File: config.mk
export PLATFORM = sky130hd
export DESIGN_NAME = xtal_osc_supervisor_flat
export DESIGN_NICKNAME = d
export VERILOG_FILES = /design/src/rtl/xtal_osc_supervisor_if.sv /design/src/rtl/xtal_osc_supervisor.sv /design/src/flat_wrapper.sv
export SDC_FILE = /design/constraint.sdc
export NUM_CORES = 1
export LEC_CHECK = 0
export CAP_MARGIN = 40
export CELL_PAD_IN_SITES_DETAIL_PLACEMENT = 0
export CELL_PAD_IN_SITES_GLOBAL_PLACEMENT = 1
export CORE_ASPECT_RATIO = 0.75
export CORE_UTILIZATION = 43
export DETAILED_ROUTE_END_ITERATION = 12
export MAX_ROUTING_LAYER = met4
export PLACE_DENSITY = 0.87
export SYNTH_ARGS = -nofsm -noshare
export SYNTH_HDL_FRONTEND = slang
export SYNTH_SLANG_ARGS = --single-unit
File: constraint.sdc
create_clock -name clk -period 2.3 [get_ports clk]
set_clock_uncertainty 0.05 [all_clocks]
set_input_delay 0.575 -clock clk [delete_from_list [all_inputs] [get_ports clk]]
set_output_delay 0.575 -clock clk [all_outputs]
set_load 0.005 [all_outputs]
File: src/rtl/xtal_osc_supervisor_if.sv
// -----------------------------------------------------------------------------
// xtal_osc_supervisor_if
//
// Purpose: groups the per-channel oscillator control/status signals exchanged
// between the housekeeping side and the crystal oscillator supervisor.
//
// Signals (all NUM_OSC wide except irq):
//   en        housekeeping -> supervisor  channel enable request
//   osc_clk   oscillator   -> supervisor  raw oscillator clocks (async to clk)
//   clr_lost  housekeeping -> supervisor  write-1-to-clear for lost
//   osc_en    supervisor   -> oscillator  oscillator enable pins
//   osc_good  supervisor   -> housekeeping channel locked and in range
//   osc_fail  supervisor   -> housekeeping channel timed out
//   lost      supervisor   -> housekeeping sticky: channel dropped out of GOOD
//   irq       supervisor   -> housekeeping OR of lost
//
// Modports: master = housekeeping/oscillator side, slave = supervisor.
// -----------------------------------------------------------------------------
interface xtal_osc_supervisor_if #(
    parameter int NUM_OSC = 2
);
    logic [NUM_OSC-1:0] en;
    logic [NUM_OSC-1:0] osc_clk;
    logic [NUM_OSC-1:0] clr_lost;
    logic [NUM_OSC-1:0] osc_en;
    logic [NUM_OSC-1:0] osc_good;
    logic [NUM_OSC-1:0] osc_fail;
    logic [NUM_OSC-1:0] lost;
    logic               irq;

    modport master (
        output en, osc_clk, clr_lost,
        input  osc_en, osc_good, osc_fail, lost, irq
    );

    modport slave (
        input  en, osc_clk, clr_lost,
        output osc_en, osc_good, osc_fail, lost, irq
    );
endinterface

File: src/rtl/xtal_osc_supervisor.sv
// -----------------------------------------------------------------------------
// xtal_osc_supervisor
//
// Purpose: start-up sequencer and frequency monitor for NUM_OSC crystal
// oscillator channels, clocked by the always-on core clock. Each channel is
// enabled, allowed STARTUP_WINDOWS windows to settle, then its synchronised
// rising edges are counted per WIN_CYCLES window. GOOD_WINDOWS consecutive
// in-range windows declare the channel good; TIMEOUT_WINDOWS lock windows
// without success declare it failed (and power it down). Dropping out of GOOD
// sets a sticky lost flag, which drives irq.
//
// Ports:
//   clk         core clock (oscillator frequency must be below clk/2)
//   resetn      asynchronous active-low reset
//   bus         xtal_osc_supervisor_if.slave (en, osc_clk, clr_lost in;
//               osc_en, osc_good, osc_fail, lost, irq out)
//
// Optional feature, enabled by defining XTAL_OSC_SUPERVISOR_COUNT_OUT_EN:
//   cnt_sel     selects the channel shown on last_count
//   last_count  edge count captured at the most recent window end for cnt_sel
// -----------------------------------------------------------------------------
module xtal_osc_supervisor #(
    parameter int NUM_OSC         = 2,
    parameter int WIN_CYCLES      = 256,
    parameter int MIN_EDGES       = 56,
    parameter int MAX_EDGES       = 72,
    parameter int STARTUP_WINDOWS = 4,
    parameter int GOOD_WINDOWS    = 3,
    parameter int TIMEOUT_WINDOWS = 16,
    localparam int CW = $clog2(WIN_CYCLES + 1),
    localparam int SW = (NUM_OSC > 1) ? $clog2(NUM_OSC) : 1
) (
    input  logic                clk,
    input  logic                resetn,
`ifdef XTAL_OSC_SUPERVISOR_COUNT_OUT_EN
    input  logic [SW-1:0]       cnt_sel,
    output logic [CW-1:0]       last_count,
`endif
    xtal_osc_supervisor_if.slave bus
);

    localparam int TW = (WIN_CYCLES > 1) ? $clog2(WIN_CYCLES) : 1;
    localparam int WW = $clog2(STARTUP_WINDOWS + 1);
    localparam int GW = $clog2(GOOD_WINDOWS + 1);
    localparam int OW = $clog2(TIMEOUT_WINDOWS + 1);
    localparam logic [CW-1:0] CNT_MAX = {CW{1'b1}};

    typedef enum logic [2:0] {
        ST_OFF,
        ST_WAIT,
        ST_LOCKING,
        ST_GOOD,
        ST_FAIL
    } state_e;

    // ---------------------------------------------------------------- edges
    logic [NUM_OSC-1:0] sync1_q, sync2_q, sync3_q;
    logic [NUM_OSC-1:0] rise;

    // NOTE: all sequential state uses non-blocking assignments so every flop
    // samples the pre-edge value of its neighbours, independent of order.
    always_ff @(posedge clk or negedge resetn) begin
        if (!resetn) begin
            sync1_q <= '0;
            sync2_q <= '0;
            sync3_q <= '0;
        end else begin
            sync1_q <= bus.osc_clk;
            sync2_q <= sync1_q;
            sync3_q <= sync2_q;
        end
    end

    assign rise = sync2_q & ~sync3_q;

    // --------------------------------------------------------- window timer
    logic [TW-1:0] win_cnt_q;
    logic          win_end;

    assign win_end = (win_cnt_q == TW'(WIN_CYCLES - 1));

    always_ff @(posedge clk or negedge resetn) begin
        if (!resetn) begin
            win_cnt_q <= '0;
        end else if (win_end) begin
            win_cnt_q <= '0;
        end else begin
            win_cnt_q <= win_cnt_q + 1'b1;
        end
    end

    // ------------------------------------------------------- edge counters
    logic [CW-1:0] edge_cnt_q [NUM_OSC];

    // NOTE: these per-channel arrays are plain flops rather than RAM, so they
    // are reset like any other register; every count must start from zero.
    always_ff @(posedge clk or negedge resetn) begin
        if (!resetn) begin
            for (int i = 0; i < NUM_OSC; i++) edge_cnt_q[i] <= '0;
        end else begin
            for (int i = 0; i < NUM_OSC; i++) begin
                if (win_end) begin
                    // An edge landing on the window boundary belongs to the
                    // next window, so it seeds the reloaded count.
                    edge_cnt_q[i] <= rise[i] ? CW'(1) : '0;
                end else if (rise[i] && (edge_cnt_q[i] != CNT_MAX)) begin
                    edge_cnt_q[i] <= edge_cnt_q[i] + 1'b1;
                end
            end
        end
    end

    // ---------------------------------------------------- per-channel FSMs
    state_e             state_q [NUM_OSC];
    logic [WW-1:0]      wcnt_q  [NUM_OSC];
    logic [GW-1:0]      gcnt_q  [NUM_OSC];
    logic [OW-1:0]      tcnt_q  [NUM_OSC];
    logic [OW-1:0]      tcnt_inc [NUM_OSC];
    logic [NUM_OSC-1:0] in_range;
    logic [NUM_OSC-1:0] lost_set;
    logic [NUM_OSC-1:0] lost_d;
    logic [NUM_OSC-1:0] osc_en_q, osc_good_q, osc_fail_q, lost_q;
    logic               irq_q;

    // NOTE: every always_comb output gets a default before any conditional
    // logic so no path can leave it unassigned and infer a latch.
    always_comb begin
        in_range = '0;
        lost_set = '0;
        for (int i = 0; i < NUM_OSC; i++) begin
            in_range[i] = (edge_cnt_q[i] >= CW'(MIN_EDGES)) &&
                          (edge_cnt_q[i] <= CW'(MAX_EDGES));
            // tcnt saturates so a channel that is in range on its last
            // permitted window still times out on the next bad one.
            tcnt_inc[i] = (tcnt_q[i] == OW'(TIMEOUT_WINDOWS)) ? tcnt_q[i]
                                                              : tcnt_q[i] + 1'b1;
            lost_set[i] = bus.en[i] && (state_q[i] == ST_GOOD) &&
                          win_end && !in_range[i];
        end
    end

    // Set wins over a simultaneous clear.
    assign lost_d = lost_set | (lost_q & ~bus.clr_lost);

    always_ff @(posedge clk or negedge resetn) begin
        if (!resetn) begin
            for (int i = 0; i < NUM_OSC; i++) begin
                state_q[i] <= ST_OFF;
                wcnt_q[i]  <= '0;
                gcnt_q[i]  <= '0;
                tcnt_q[i]  <= '0;
            end
            osc_en_q   <= '0;
            osc_good_q <= '0;
            osc_fail_q <= '0;
            lost_q     <= '0;
            irq_q      <= 1'b0;
        end else begin
            lost_q <= lost_d;
            irq_q  <= |lost_d;
            for (int i = 0; i < NUM_OSC; i++) begin
                if (!bus.en[i]) begin
                    state_q[i]    <= ST_OFF;
                    wcnt_q[i]     <= '0;
                    gcnt_q[i]     <= '0;
                    tcnt_q[i]     <= '0;
                    osc_en_q[i]   <= 1'b0;
                    osc_good_q[i] <= 1'b0;
                    osc_fail_q[i] <= 1'b0;
                end else begin
                    unique case (state_q[i])
                        ST_OFF: begin
                            state_q[i]  <= ST_WAIT;
                            wcnt_q[i]   <= '0;
                            osc_en_q[i] <= 1'b1;
                        end
                        ST_WAIT: begin
                            if (win_end) begin
                                wcnt_q[i] <= wcnt_q[i] + 1'b1;
                                if (wcnt_q[i] + 1'b1 == WW'(STARTUP_WINDOWS)) begin
                                    state_q[i] <= ST_LOCKING;
                                    gcnt_q[i]  <= '0;
                                    tcnt_q[i]  <= '0;
                                end
                            end
                        end
                        ST_LOCKING: begin
                            if (win_end) begin
                                tcnt_q[i] <= tcnt_inc[i];
                                if (in_range[i]) begin
                                    gcnt_q[i] <= gcnt_q[i] + 1'b1;
                                    if (gcnt_q[i] + 1'b1 == GW'(GOOD_WINDOWS)) begin
                                        state_q[i]    <= ST_GOOD;
                                        osc_good_q[i] <= 1'b1;
                                    end
                                end else begin
                                    gcnt_q[i] <= '0;
                                    if (tcnt_inc[i] == OW'(TIMEOUT_WINDOWS)) begin
                                        state_q[i]    <= ST_FAIL;
                                        osc_en_q[i]   <= 1'b0;
                                        osc_fail_q[i] <= 1'b1;
                                    end
                                end
                            end
                        end
                        ST_GOOD: begin
                            if (win_end && !in_range[i]) begin
                                state_q[i]    <= ST_LOCKING;
                                gcnt_q[i]     <= '0;
                                tcnt_q[i]     <= '0;
                                osc_good_q[i] <= 1'b0;
                            end
                        end
                        ST_FAIL: begin
                            // Parked with the oscillator off until en drops.
                        end
                        default: begin
                            state_q[i]    <= ST_OFF;
                            osc_en_q[i]   <= 1'b0;
                            osc_good_q[i] <= 1'b0;
                            osc_fail_q[i] <= 1'b0;
                        end
                    endcase
                end
            end
        end
    end

    assign bus.osc_en   = osc_en_q;
    assign bus.osc_good = osc_good_q;
    assign bus.osc_fail = osc_fail_q;
    assign bus.lost     = lost_q;
    assign bus.irq      = irq_q;

`ifdef XTAL_OSC_SUPERVISOR_COUNT_OUT_EN
    // ---------------------------------------------------- count capture
    logic [CW-1:0] cap_q [NUM_OSC];

    always_ff @(posedge clk or negedge resetn) begin
        if (!resetn) begin
            for (int i = 0; i < NUM_OSC; i++) cap_q[i] <= '0;
        end else if (win_end) begin
            for (int i = 0; i < NUM_OSC; i++) cap_q[i] <= edge_cnt_q[i];
        end
    end

    assign last_count = (int'(cnt_sel) < NUM_OSC) ? cap_q[cnt_sel] : '0;
`endif

endmodule

File: src/flat_wrapper.sv
// flat-port wrapper written by rule: the top's interface ports become plain ports
module xtal_osc_supervisor_flat 
#(
    parameter int NUM_OSC         = 2,
    parameter int WIN_CYCLES      = 256,
    parameter int MIN_EDGES       = 56,
    parameter int MAX_EDGES       = 72,
    parameter int STARTUP_WINDOWS = 4,
    parameter int GOOD_WINDOWS    = 3,
    parameter int TIMEOUT_WINDOWS = 16,
    localparam int CW = $clog2(WIN_CYCLES + 1),
    localparam int SW = (NUM_OSC > 1) ? $clog2(NUM_OSC) : 1
)
  (clk, resetn, bus_en, bus_osc_clk, bus_clr_lost, bus_osc_en, bus_osc_good, bus_osc_fail, bus_lost, bus_irq);
  xtal_osc_supervisor_if #(.NUM_OSC(NUM_OSC)) bus_i ();
  input  logic clk;
  input  logic resetn;
  input wire logic [$bits(bus_i.en)-1:0] bus_en;
  input wire logic [$bits(bus_i.osc_clk)-1:0] bus_osc_clk;
  input wire logic [$bits(bus_i.clr_lost)-1:0] bus_clr_lost;
  output wire logic [$bits(bus_i.osc_en)-1:0] bus_osc_en;
  output wire logic [$bits(bus_i.osc_good)-1:0] bus_osc_good;
  output wire logic [$bits(bus_i.osc_fail)-1:0] bus_osc_fail;
  output wire logic [$bits(bus_i.lost)-1:0] bus_lost;
  output wire logic [$bits(bus_i.irq)-1:0] bus_irq;
  assign bus_i.en = bus_en;
  assign bus_i.osc_clk = bus_osc_clk;
  assign bus_i.clr_lost = bus_clr_lost;
  assign bus_osc_en = bus_i.osc_en;
  assign bus_osc_good = bus_i.osc_good;
  assign bus_osc_fail = bus_i.osc_fail;
  assign bus_lost = bus_i.lost;
  assign bus_irq = bus_i.irq;
  xtal_osc_supervisor #(.NUM_OSC(NUM_OSC), .WIN_CYCLES(WIN_CYCLES), .MIN_EDGES(MIN_EDGES), .MAX_EDGES(MAX_EDGES), .STARTUP_WINDOWS(STARTUP_WINDOWS), .GOOD_WINDOWS(GOOD_WINDOWS), .TIMEOUT_WINDOWS(TIMEOUT_WINDOWS)) u_core (.clk(clk), .resetn(resetn), .bus(bus_i));
endmodule
==> flow_summary.toml <==
[cts]
h-tree-depth = 3
cts_tree = "done"
clock_path_buffers = 2
cts_root_buffer = "clkbuf_16"
cts_made_buffers = 9
clock-sinks = 67
clk_latency_ns = 0.34
cts.clk_slew.worst_paths_ns = 0.06

[power_and_ir_drop]
total_power_uw = 3820
p_leak_uw = 0.00193
power_frac_seq = 0.397
swShare = 0.325
share_comb_of_total_power = 0.238
p_switching_uw = 1240
p_int_uw = 2580
ir_drop_mv = 0.491
pwr-share-clk = 0.365
power.density_nw_per_um2 = 859

[route]
vias = 2966
postRouteAntennaNets = 0
drtPass1Iterations = 4
drt_iter0_drc = 142
routedWlPerCell_um = 14.4
vias_per_cell = 5.48
wl_um = 7800
drc_errors = 0

[global_route]
grt_pass1_wl_um = 13600
grt_use_met2 = 0.294
met3_usage = 0.0620
antenna_found_initial = 0
gr-max-usage-layer = "met2"
grt_usage = 0.206
grt_use_met1 = 0.284
grt_max_degree = 41
grt.overflow.total = 0
grt_pass1_vias = 2796

[place]
gp_congestion = 0.891
io_buffers = 16
hpwl_um = 5510
pre_cts_slack_ns = -0.0843
postPlaceCellArea_um2 = 4120

[yosys]
synthTopCellsByArea = "dfrtp_1, ha_1, o21ai_0, nor2_1, nand3_1"
async_flop_share = 1.00
post-synth-top-area-cell = "dfrtp_1"
synthFlopType = "dfrtp_1"
ys_warn_count = 0
synth_cell_type_count = 59
synth_cells = 388
synth_edf_count = 0
syn_nets = 413
yosys.area.top_type_share = 0.456
synth_area_um2 = 3680
ys_ff_latch = 67
synth.avg_cell_area_um2 = 9.48
synth-seq-area-share = 0.456

[finish]
fillCellCount = 721
multi_input_area_um2 = 1900
area_growth_syn_to_layout_pct = 21.0
insertedDiodeCount = 0
drive_above_1_share = 0.135
layout_commonest_cell = "dfrtp_1"
stdcell_area_um2 = 4450
regArea_um2 = 1680
final_cell_mix = "dfrtp_1, o21ai_0, nor2_1"
final_nets = 456

[status]
status = "complete, no violations"

[timing]
setup_viol = 0
tns_ns = 0
tightest_slew_ns = 0.429
fmaxAchievable_mhz = 448
slew_headroom = 0.706
worst_slack_ns = 0.0656
finalHoldViolCount = 0
slew_violations = 0
post-route-period-util = 0.971
layout_min_cycle_time_ns = 2.23

[run]
drv_cap = 0

[floorplanning]
start_util = 0.455
rows = 28
die_w_um = 109
dieArea_um2 = 8930
top_level_ports = 17
fp.dieH_um = 82.1
core_area_um2 = 8090

[setup_path]
start_kind = "register"
arrival_ns = 2.40
crit_fanout = 4
critical_path.cell_chain = "inv_1, ha_1, and4bb_1, nor4_2, o211ai_1, nand2b_1, o211a_1, a221o_1"
path_class = "reg -> reg"
cp_slowest_stage_delay_ns = 0.36
cp-end-kind = "register"
critPathRequiredTime_ns = 2.47
critPathSlowestCell = "dfrtp_1"

[worst_hold_path]
worstHoldPathType = "in -> async"
[critical path: cells and delay by family (launching register included)]
family	cells	cell delay, ns
buffers and inverters	1	0.08
DFF	1	0.36
and+or+nand+nor	3	0.72
AOI/OAI and AO/OA	3	0.69
adders and majority gates	1	0.22
[sequential cells by signal, indices dropped and copies added (netlist names)]
| register | flops |
|---|---|
| u_core.win_cnt_q | 8 |
| u_core.bus.osc_good | 2 |
| u_core.bus.lost | 2 |
| u_core.bus.osc_en | 2 |
| u_core.sync3_q | 2 |
| u_core.bus.irq | 1 |
| u_core.bus.osc_fail | 2 |
| u_core.tcnt_q | 10 |
| u_core.wcnt_q | 6 |
| u_core.sync2_q | 2 |
| u_core.edge_cnt_q | 18 |
| u_core.gcnt_q | 4 |
| u_core.sync1_q | 2 |
| u_core.state_q | 6 |
[cell type report]
class                   instances  area share
well taps                     105      0.0295
flip-flops and latches         67       0.377
inverters                      22      0.0186
clock buffers                   9      0.0506
multi-input cells             290       0.427
clock inverters                 7      0.0174
repair buffers                 41      0.0798
[synthesized netlist by cell type (4+ instances only)]
master,instances
dfrtp_1,67
a31oi_1,4
o21ai_0,39
nor2b_1,4
or3_1,7
and2_1,5
nand3_1,26
ha_1,17
nand2_1,32
clkbuf_1,4
o41ai_1,4
nand4_1,6
o211ai_1,4
inv_1,21
nand2b_1,10
xnor2_1,6
nor2_1,36
a21oi_1,14
mux2i_1,6
xor2_1,12
nor3_1,5
[kinds of logic (layout without fill, tap and decap cells)]
group | Yosys count | in the layout | synth area share
AO/OA/AOI/OAI | 97 | 97 | 0.182
buffers and inverters | 31 | 79 | 0.0333
adder cells (fa/ha/maj) | 17 | 17 | 0.0578
multiplexers | 7 | 7 | 0.0194
XOR/XNOR | 18 | 18 | 0.0429
flip-flops | 67 | 67 | 0.456
AND/OR/NAND/NOR | 151 | 151 | 0.209
[path summary, 6_finish.rpt]
kind / endpoint / cells after the start / slack [ns] / from
min in group clk: u_core.sync2_q[1]$_DFF_PN0_ / 0 / 0.30 / u_core.sync1_q[1]$_DFF_PN0_
hold / removal: u_core.edge_cnt_q[0]$_DFFE_PN0P_ / 1 / 0.13 / resetn
setup reg to reg: u_core.bus.osc_en[0]$_DFFE_PN0P_ / 8 / 0.07 / u_core.tcnt_q[5]$_DFFE_PN0P_
setup / recovery: u_core.bus.osc_en[0]$_DFFE_PN0P_ / 8 / 0.07 / u_core.tcnt_q[5]$_DFFE_PN0P_
hold reg to reg: u_core.sync2_q[1]$_DFF_PN0_ / 0 / 0.30 / u_core.sync1_q[1]$_DFF_PN0_
max in group asynchronous: u_core.tcnt_q[4]$_DFFE_PN0P_ / 2 / 1.50 / resetn
[power by group through the flow]
stage                     combinational [uW]  clock [uW]  sequential, uW
after floorplan                          572           0            1500
after global placement                   886           0            1530
after detailed placement                 905           0            1530
after CTS                                910        1420            1520
after global routing                    1020        1470            1540
final                                    911        1390            1520
[routing by layer]
| layer | vias up | part of all wire |
|---|---|---|
| li1 | 1472 | - |
| met1 | 1424 | 0.51 |
| met2 | 62 | 0.44 |
| met3 | 8 | 0.042 |
| met4 | 0 | 0.011 |
| met5 | - | 0 |
[through the flow]
stage,hold slack [ns],instances,util
after CTS,0.141,540,0.546
after global placement,0.288,524,0.509
final,0.127,541,0.550
after floorplan,0.229,388,-
after detailed placement,0.285,524,0.509
after global routing,0.148,541,0.550
[repair_timing]
item                                    in CTS  in global routing
hold buffers                                 0                  0
resized for setup                            0                  4
buffers inserted                             0                  1
endpoints found under the setup margin       0                  6
(Power assumes the default switching activity.)
